File: src/rtl/sim_run_ctrl_pkg.sv
// Shared definitions for the simulation run controller: FSM encoding and a
// helper that sizes down-counters.
package sim_run_ctrl_pkg;

    typedef enum logic [2:0] {
        ST_HOLD    = 3'd0,
        ST_RELEASE = 3'd1,
        ST_RUN     = 3'd2,
        ST_DRAIN   = 3'd3,
        ST_DONE    = 3'd4
    } run_state_e;

    // Number of bits needed to hold the value n (at least 1).
    function automatic int cnt_w(input int n);
        int w;
        w = 1;
        while ((1 << w) <= n) w++;
        return w;
    endfunction

endpackage

File: src/rtl/sim_run_ctrl_rst_stagger_chain.sv
// Release sequencer: on i_start, drops per-domain resets one by one, STAGGER
// cycles apart, and flags the edge that releases the last domain.
module rst_stagger_chain
    import sim_run_ctrl_pkg::*;
#(
    parameter int NUM_CH  = 2,
    parameter int STAGGER = 1
) (
    input  logic              clk,
    input  logic              rst,
    input  logic              i_start,
    output logic [NUM_CH-1:0] o_rst_out,
    output logic              o_last_released
);

    localparam bit ALL_AT_ONCE = (NUM_CH == 1) || (STAGGER == 0);
    localparam int IDX_W       = cnt_w(NUM_CH);
    localparam int TICK_W      = cnt_w(STAGGER);
    localparam int TICK_LOAD   = (STAGGER > 0) ? STAGGER - 1 : 0;

    logic [NUM_CH-1:0] r_rst;
    logic              r_active;
    logic [IDX_W-1:0]  r_idx;
    logic [TICK_W-1:0] r_tick;

    logic              w_step;
    logic              w_is_last;

    assign w_step    = r_active && (r_tick == '0);
    assign w_is_last = (r_idx == IDX_W'(NUM_CH - 1));

    assign o_last_released = (i_start && ALL_AT_ONCE) || (w_step && w_is_last);
    assign o_rst_out       = r_rst;

    always_ff @(posedge clk) begin
        if (rst) begin
            r_rst    <= '1;
            r_active <= 1'b0;
            r_idx    <= '0;
            r_tick   <= '0;
        end else if (i_start) begin
            if (ALL_AT_ONCE) begin
                r_rst <= '0;
            end else begin
                r_rst    <= r_rst & ~NUM_CH'(1);
                r_active <= 1'b1;
                r_idx    <= IDX_W'(1);
                r_tick   <= TICK_W'(TICK_LOAD);
            end
        end else if (w_step) begin
            r_rst <= r_rst & ~(NUM_CH'(1) << r_idx);
            if (w_is_last) begin
                r_active <= 1'b0;
            end else begin
                r_idx  <= r_idx + IDX_W'(1);
                r_tick <= TICK_W'(TICK_LOAD);
            end
        end else if (r_active) begin
            r_tick <= r_tick - TICK_W'(1);
        end
    end

endmodule

File: src/rtl/sim_run_ctrl.sv
// Run controller: reset hold, staggered domain release, gated run with cycle
// budget, halt-triggered drain window and sticky done/timeout flags.
module sim_run_ctrl
    import sim_run_ctrl_pkg::*;
#(
    parameter int NUM_CH       = 2,
    parameter int RST_CYCLES   = 25,
    parameter int STAGGER      = 1,
    parameter int MAX_CYCLES   = 250,
    parameter int DRAIN_CYCLES = 4,
    parameter int CNT_W        = 32
) (
    input  logic              clk,
    input  logic              rst,
    input  logic              halt_req,
    input  logic              pause,
    output logic [NUM_CH-1:0] rst_out,
    output logic              rdy_out,
    output logic              running,
    output logic              done,
    output logic              timeout,
    output logic [CNT_W-1:0]  cycle_cnt,
    output run_state_e        dbg_state
);

    localparam int DCNT_MAX   = (RST_CYCLES > DRAIN_CYCLES) ? RST_CYCLES : DRAIN_CYCLES;
    localparam int DCNT_W     = cnt_w(DCNT_MAX);
    localparam int HOLD_LOAD  = (RST_CYCLES > 0) ? RST_CYCLES - 1 : 0;
    localparam int DRAIN_LOAD = (DRAIN_CYCLES > 0) ? DRAIN_CYCLES - 1 : 0;

    run_state_e        r_state;
    run_state_e        w_next;
    logic [DCNT_W-1:0] r_dcnt;
    logic [DCNT_W-1:0] w_dcnt_nxt;
    logic [CNT_W-1:0]  r_cycle_cnt;
    logic [CNT_W-1:0]  w_cycle_cnt_nxt;
    logic              r_running;
    logic              r_done;
    logic              r_timeout;
    logic              w_running_nxt;
    logic              w_done_nxt;
    logic              w_timeout_nxt;

    logic              w_dcnt_zero;
    logic              w_start;
    logic              w_last_released;
    logic              w_tick;
    logic              w_budget_hit;

    assign w_dcnt_zero = (r_dcnt == '0);
    assign w_start     = (r_state == ST_HOLD) && w_dcnt_zero;
    // A halt on the same edge suppresses both the increment and the timeout.
    assign w_tick       = (r_state == ST_RUN) && !halt_req && !pause;
    assign w_budget_hit = (MAX_CYCLES != 0) && w_tick &&
                          (r_cycle_cnt == CNT_W'(MAX_CYCLES - 1));

    rst_stagger_chain #(
        .NUM_CH  (NUM_CH),
        .STAGGER (STAGGER)
    ) u_chain (
        .clk             (clk),
        .rst             (rst),
        .i_start         (w_start),
        .o_rst_out       (rst_out),
        .o_last_released (w_last_released)
    );

    always_ff @(posedge clk) begin
        if (rst) begin
            r_state     <= ST_HOLD;
            r_dcnt      <= DCNT_W'(HOLD_LOAD);
            r_cycle_cnt <= '0;
            r_running   <= 1'b0;
            r_done      <= 1'b0;
            r_timeout   <= 1'b0;
        end else begin
            r_state     <= w_next;
            r_dcnt      <= w_dcnt_nxt;
            r_cycle_cnt <= w_cycle_cnt_nxt;
            r_running   <= w_running_nxt;
            r_done      <= w_done_nxt;
            r_timeout   <= w_timeout_nxt;
        end
    end

    always_comb begin
        w_next = r_state;
        case (r_state)
            ST_HOLD: begin
                if (w_start) begin
                    w_next = w_last_released ? ST_RUN : ST_RELEASE;
                end
            end
            ST_RELEASE: begin
                if (w_last_released) begin
                    w_next = ST_RUN;
                end
            end
            ST_RUN: begin
                if (halt_req) begin
                    w_next = (DRAIN_CYCLES == 0) ? ST_DONE : ST_DRAIN;
                end else if (w_budget_hit) begin
                    w_next = ST_DONE;
                end
            end
            ST_DRAIN: begin
                if (w_dcnt_zero) begin
                    w_next = ST_DONE;
                end
            end
            ST_DONE:  w_next = ST_DONE;
            default:  w_next = ST_HOLD;
        endcase
    end

    // The down-counter is shared by the hold window and the drain window.
    always_comb begin
        w_dcnt_nxt      = r_dcnt;
        w_cycle_cnt_nxt = r_cycle_cnt;
        w_running_nxt   = (w_next == ST_RUN) || (w_next == ST_DRAIN);
        w_done_nxt      = (w_next == ST_DONE);
        w_timeout_nxt   = r_timeout || w_budget_hit;
        case (r_state)
            ST_HOLD, ST_DRAIN: begin
                if (!w_dcnt_zero) begin
                    w_dcnt_nxt = r_dcnt - DCNT_W'(1);
                end
            end
            ST_RUN: begin
                if (halt_req) begin
                    w_dcnt_nxt = DCNT_W'(DRAIN_LOAD);
                end
            end
            default: w_dcnt_nxt = r_dcnt;
        endcase
        if (w_tick && !(&r_cycle_cnt)) begin
            w_cycle_cnt_nxt = r_cycle_cnt + CNT_W'(1);
        end
    end

    assign running   = r_running;
    assign done      = r_done;
    assign timeout   = r_timeout;
    assign cycle_cnt = r_cycle_cnt;
    assign rdy_out   = r_running && !pause;
    assign dbg_state = r_state;

endmodule

File: config.mk
export PLATFORM = sky130hd
export DESIGN_NAME = sim_run_ctrl
export DESIGN_NICKNAME = d
export VERILOG_FILES = /design/src/rtl/sim_run_ctrl_pkg.sv /design/src/rtl/sim_run_ctrl_rst_stagger_chain.sv /design/src/rtl/sim_run_ctrl.sv
export SDC_FILE = /design/constraint.sdc
export NUM_CORES = 1
export LEC_CHECK = 0
export CAP_MARGIN = 20
export CORE_UTILIZATION = 55
export CTS_BUF_LIST = sky130_fd_sc_hd__clkbuf_4 sky130_fd_sc_hd__clkbuf_8
export DETAILED_ROUTE_END_ITERATION = 10
export GPL_TIMING_DRIVEN = 0
export PLACE_DENSITY = 0.91
export SLEW_MARGIN = 0
export SYNTH_ARGS = -nofsm -noshare
export SYNTH_HDL_FRONTEND = slang
export SYNTH_SLANG_ARGS = --single-unit
File: constraint.sdc
create_clock -name clk -period 2.36 [get_ports clk]
set_input_delay 0.472 -clock clk [delete_from_list [all_inputs] [get_ports clk]]
set_output_delay 0.472 -clock clk [all_outputs]
set_load 0.01 [all_outputs]
==> flow_summary.json <==
{
  "synth-warning-count": 0,
  "avgViaCountPerCell": 6.46,
  "root_buffer": "clkbuf_8",
  "port_buffers": 44,
  "holdPathEnd": "u_chain.r_tick",
  "cts_num_sinks": 49,
  "ctsHtreeMaxLevel": 2,
  "clk_path_buf_depth": 2,
  "path_class": "in2reg",
  "whs_path_depth": 1,
  "slowest_delay_ns": 0.46,
  "drc": 0,
  "dr.pass1.iters": 5,
  "cp.required_ns": 2.57,
  "rr_worst_depth": 8,
  "yosysTopAreaCellShare_pct": 38.3,
  "synthesis.area_um2": 2560,
  "synthCells": 300,
  "min_from": "u_chain.r_active",
  "routedWlPerCell_um": 17.9,
  "whs_ns": 0.446,
  "n_fill_cell": 308,
  "grt_pass1_vias": 2319,
  "slowest_stage": "clkdlybuf4s50_1",
  "gp_congestion": 0.835,
  "synth_seq_cells": 49,
  "synthTopCellsByCount": "dfxtp_1, nor2_1, a21oi_1",
  "start_util_pct": 58.0,
  "finalClockSkew_ns": 0.00788,
  "slew_headroom_pct": 48.1,
  "cts_tree": "built",
  "coreArea_um2": 4410,
  "startpoint_type": "input port",
  "syn_nets": 309,
  "synth_most_common_cell": "dfxtp_1",
  "ir_worst_vdd_mv": 0.439,
  "hold_class": "reg2reg",
  "cp_max_fo": 3,
  "antenna_found_initial": 0,
  "min_period_ns": 2.34,
  "dr.first_iter.drc_count": 270,
  "synth_area_leader_cell": "dfxtp_1",
  "worstSetupEndpointType": "flop",
  "clkTransAtPathRegs_ns": 0.09,
  "fmax_mhz": 428,
  "grt_max_degree": 17,
  "area_delta_synth_final_pct": 30.6,
  "die_x_um": 70.3,
  "num_antenna_cells": 0,
  "wl_mm": 7.43,
  "synth_edf_count": 0,
  "place_hpwl_mm": 4.57,
  "ant_nets": 0,
  "final_hold_viol_count": 0,
  "timing.setup.tns_ns": 0,
  "cts_buffers": 5,
  "tightest_slew_ns": 0.772,
  "cp.arrival_ns": 2.55,
  "avgSynthCellArea_um2": 8.54,
  "synthFlopType": "dfxtp_1",
  "vias": 2681,
  "fin_cells": 415,
  "r2r-start": "dbg_state[0]",
  "rrSetupSlack_ns": 0.03,
  "pin_count": 45,
  "rr_endpoint": "cycle_cnt[19]",
  "clk_latency_ns": 0.32,
  "ys_types": 52,
  "synth.yosys.seq_area_share_pct": 38.3,
  "dieArea_um2": 4940,
  "ys_async_sr_fraction_pct": 0,
  "rows": 24,
  "grt.total_usage_pct": 27.7,
  "path_cells": "clkdlybuf4s50_1 > or2_2 > nor4_4 > o211ai_1 > buf_4 > nor2_1 > mux2_2",
  "cts_hold_buf": 0,
  "slew_violations": 0,
  "outcome": "finished, final reports clean",
  "power.density_nw_per_um2": 485,
  "layout-drive-gt1-share_pct": 16.5,
  "setup_viol": 0,
  "setup_ws_ns": 0.0211,
  "globalRouteOverflowTotal": 0,
  "grt_pass1_wl_mm": 11.0,
  "final_nets": 371,
  "dpl.cell_count": 396,
  "die_h_um": 70.3,
  "utilization_pct": 75.8,
  "period_share_pct": 99.1,
  "place_ws_ns": -0.369,
  "p_leak_nw": 1.19,
  "synth.top_cells.by_area": "dfxtp_1, nor2_1, o31ai_1",
  "drv_cap": 0
}
[worst max-delay path, delay by kind of cell]
family	cells	cell delay, ns
AOI/OAI and AO/OA	1	0.15
buffers and inverters	2	0.64
muxes	1	0.37
and+or+nand+nor	3	0.92
[timing repair]
| action | 4_1_cts | 5_1_grt |
|---|---|---|
| endpoints found under the setup margin | 13 | 19 |
| buffers inserted | 3 | 9 |
| pin swaps | 2 | 4 |
| resized for setup | 6 | 10 |
| hold endpoints to repair | 0 | 0 |
[report_power, final]
| part | switching (W) | internal [W] | leakage (nW) |
|---|---|---|---|
| Combinational | 0.0000616 | 0.0000531 | 0.741 |
| Sequential | 0.0000221 | 0.000853 | 0.397 |
| Clock | 0.000315 | 0.000318 | 0.0543 |
| Total | 0.000399 | 0.00122 | 1.19 |
[worst max path at each step]
| stage | slack [ns] | cells after the start | endpoint | from |
|---|---|---|---|---|
| 6_report | 0.02 | 7 | cycle_cnt[19] | halt_req |
| 3_3_place_gp | -0.32 | 6 | cycle_cnt[21] | halt_req |
| 5_1_grt | -0.09 | 8 | cycle_cnt[19] | dbg_state[0] |
| 4_1_cts | 0.005 | 5 | cycle_cnt[27] | cycle_cnt[4] |
| 2_1_floorplan | 0.13 | 7 | cycle_cnt[19] | dbg_state[1] |
| 3_5_place_dp | -0.37 | 6 | cycle_cnt[21] | halt_req |
[placed cells by master (no fill, tap or decap), types with 3 or more instances in the layout]
| cell type | netlist | layout |
|---|---|---|
| xnor2_1 | 6 | 6 |
| dfxtp_1 | 49 | 46 |
| or3_1 | 4 | 3 |
| nor2_1 | 41 | 39 |
| o21ai_0 | 10 | 10 |
| nor3_1 | 11 | 10 |
| or4_1 | 8 | 8 |
| a21oi_1 | 15 | 15 |
| or2_2 | 4 | 4 |
| buf_4 | 0 | 13 |
| clkbuf_1 | 4 | 3 |
| nor4b_1 | 3 | 3 |
| a211oi_1 | 3 | 3 |
| buf_6 | 3 | 3 |
| nor4_1 | 7 | 6 |
| nand2_1 | 13 | 13 |
| nand3_1 | 11 | 10 |
| nand4_1 | 12 | 12 |
| nand2b_1 | 3 | 3 |
| clkbuf_8 | 3 | 8 |
| mux2i_1 | 3 | 3 |
| clkdlybuf4s50_1 | 0 | 44 |
| nor2b_1 | 8 | 8 |
| o31ai_1 | 11 | 10 |
| a31oi_1 | 4 | 4 |
| dfxtp_2 | 0 | 3 |
| xor2_1 | 7 | 7 |
| inv_1 | 13 | 13 |
| mux2_2 | 6 | 6 |
| and3_1 | 3 | 3 |
| ha_1 | 5 | 5 |
[flip-flops by register name, summed over array words and instances (netlist names)]
signal,count
u_chain.r_idx,2
u_chain.r_active,1
u_chain.r_tick,1
u_chain.o_rst_out,2
done,1
running,1
r_dcnt,5
dbg_state,3
cycle_cnt,32
timeout,1
[final cells by class]
| class | instances | area (um^2) | area share, % |
|---|---|---|---|
| Clock inverter | 3 | 46.3 | 1.38 |
| Tap cell | 52 | 65.1 | 1.94 |
| Timing Repair Buffer | 56 | 531 | 15.9 |
| Multi-Input combinational cell | 225 | 1500 | 44.8 |
| Sequential cell | 49 | 985 | 29.4 |
| Inverter | 13 | 48.8 | 1.46 |
| Clock buffer | 5 | 68.8 | 2.06 |
| Buffer | 12 | 103 | 3.07 |
[per-stage QoR]
step / power, W / area [um^2]
2_1_floorplan: 0.000973 / 2560
3_5_place_dp: 0.00101 / 3070
6_report: 0.00162 / 3350
5_1_grt: 0.00168 / 3350
3_3_place_gp: 0.00100 / 3070
4_1_cts: 0.00161 / 3230
[metal layers]
metal | up-vias | share of wire (%) | global-route usage [%]
met4 | 0 | 3.9 | 11.1
met5 | - | 0 | 0
li1 | 1221 | - | -
met3 | 40 | 7.9 | 5.34
met2 | 166 | 48 | 45.4
met1 | 1254 | 41 | 35.7
[cells by family after synthesis]
group / synth area share (%)
flops: 38.3
xor+xnor: 4.44
mux: 3.81
compound gates: 13.8
fa+ha+maj: 2.44
buf+inv: 5.96
simple gates: 31.3
Note: power is estimated with default switching activity, not from simulation.
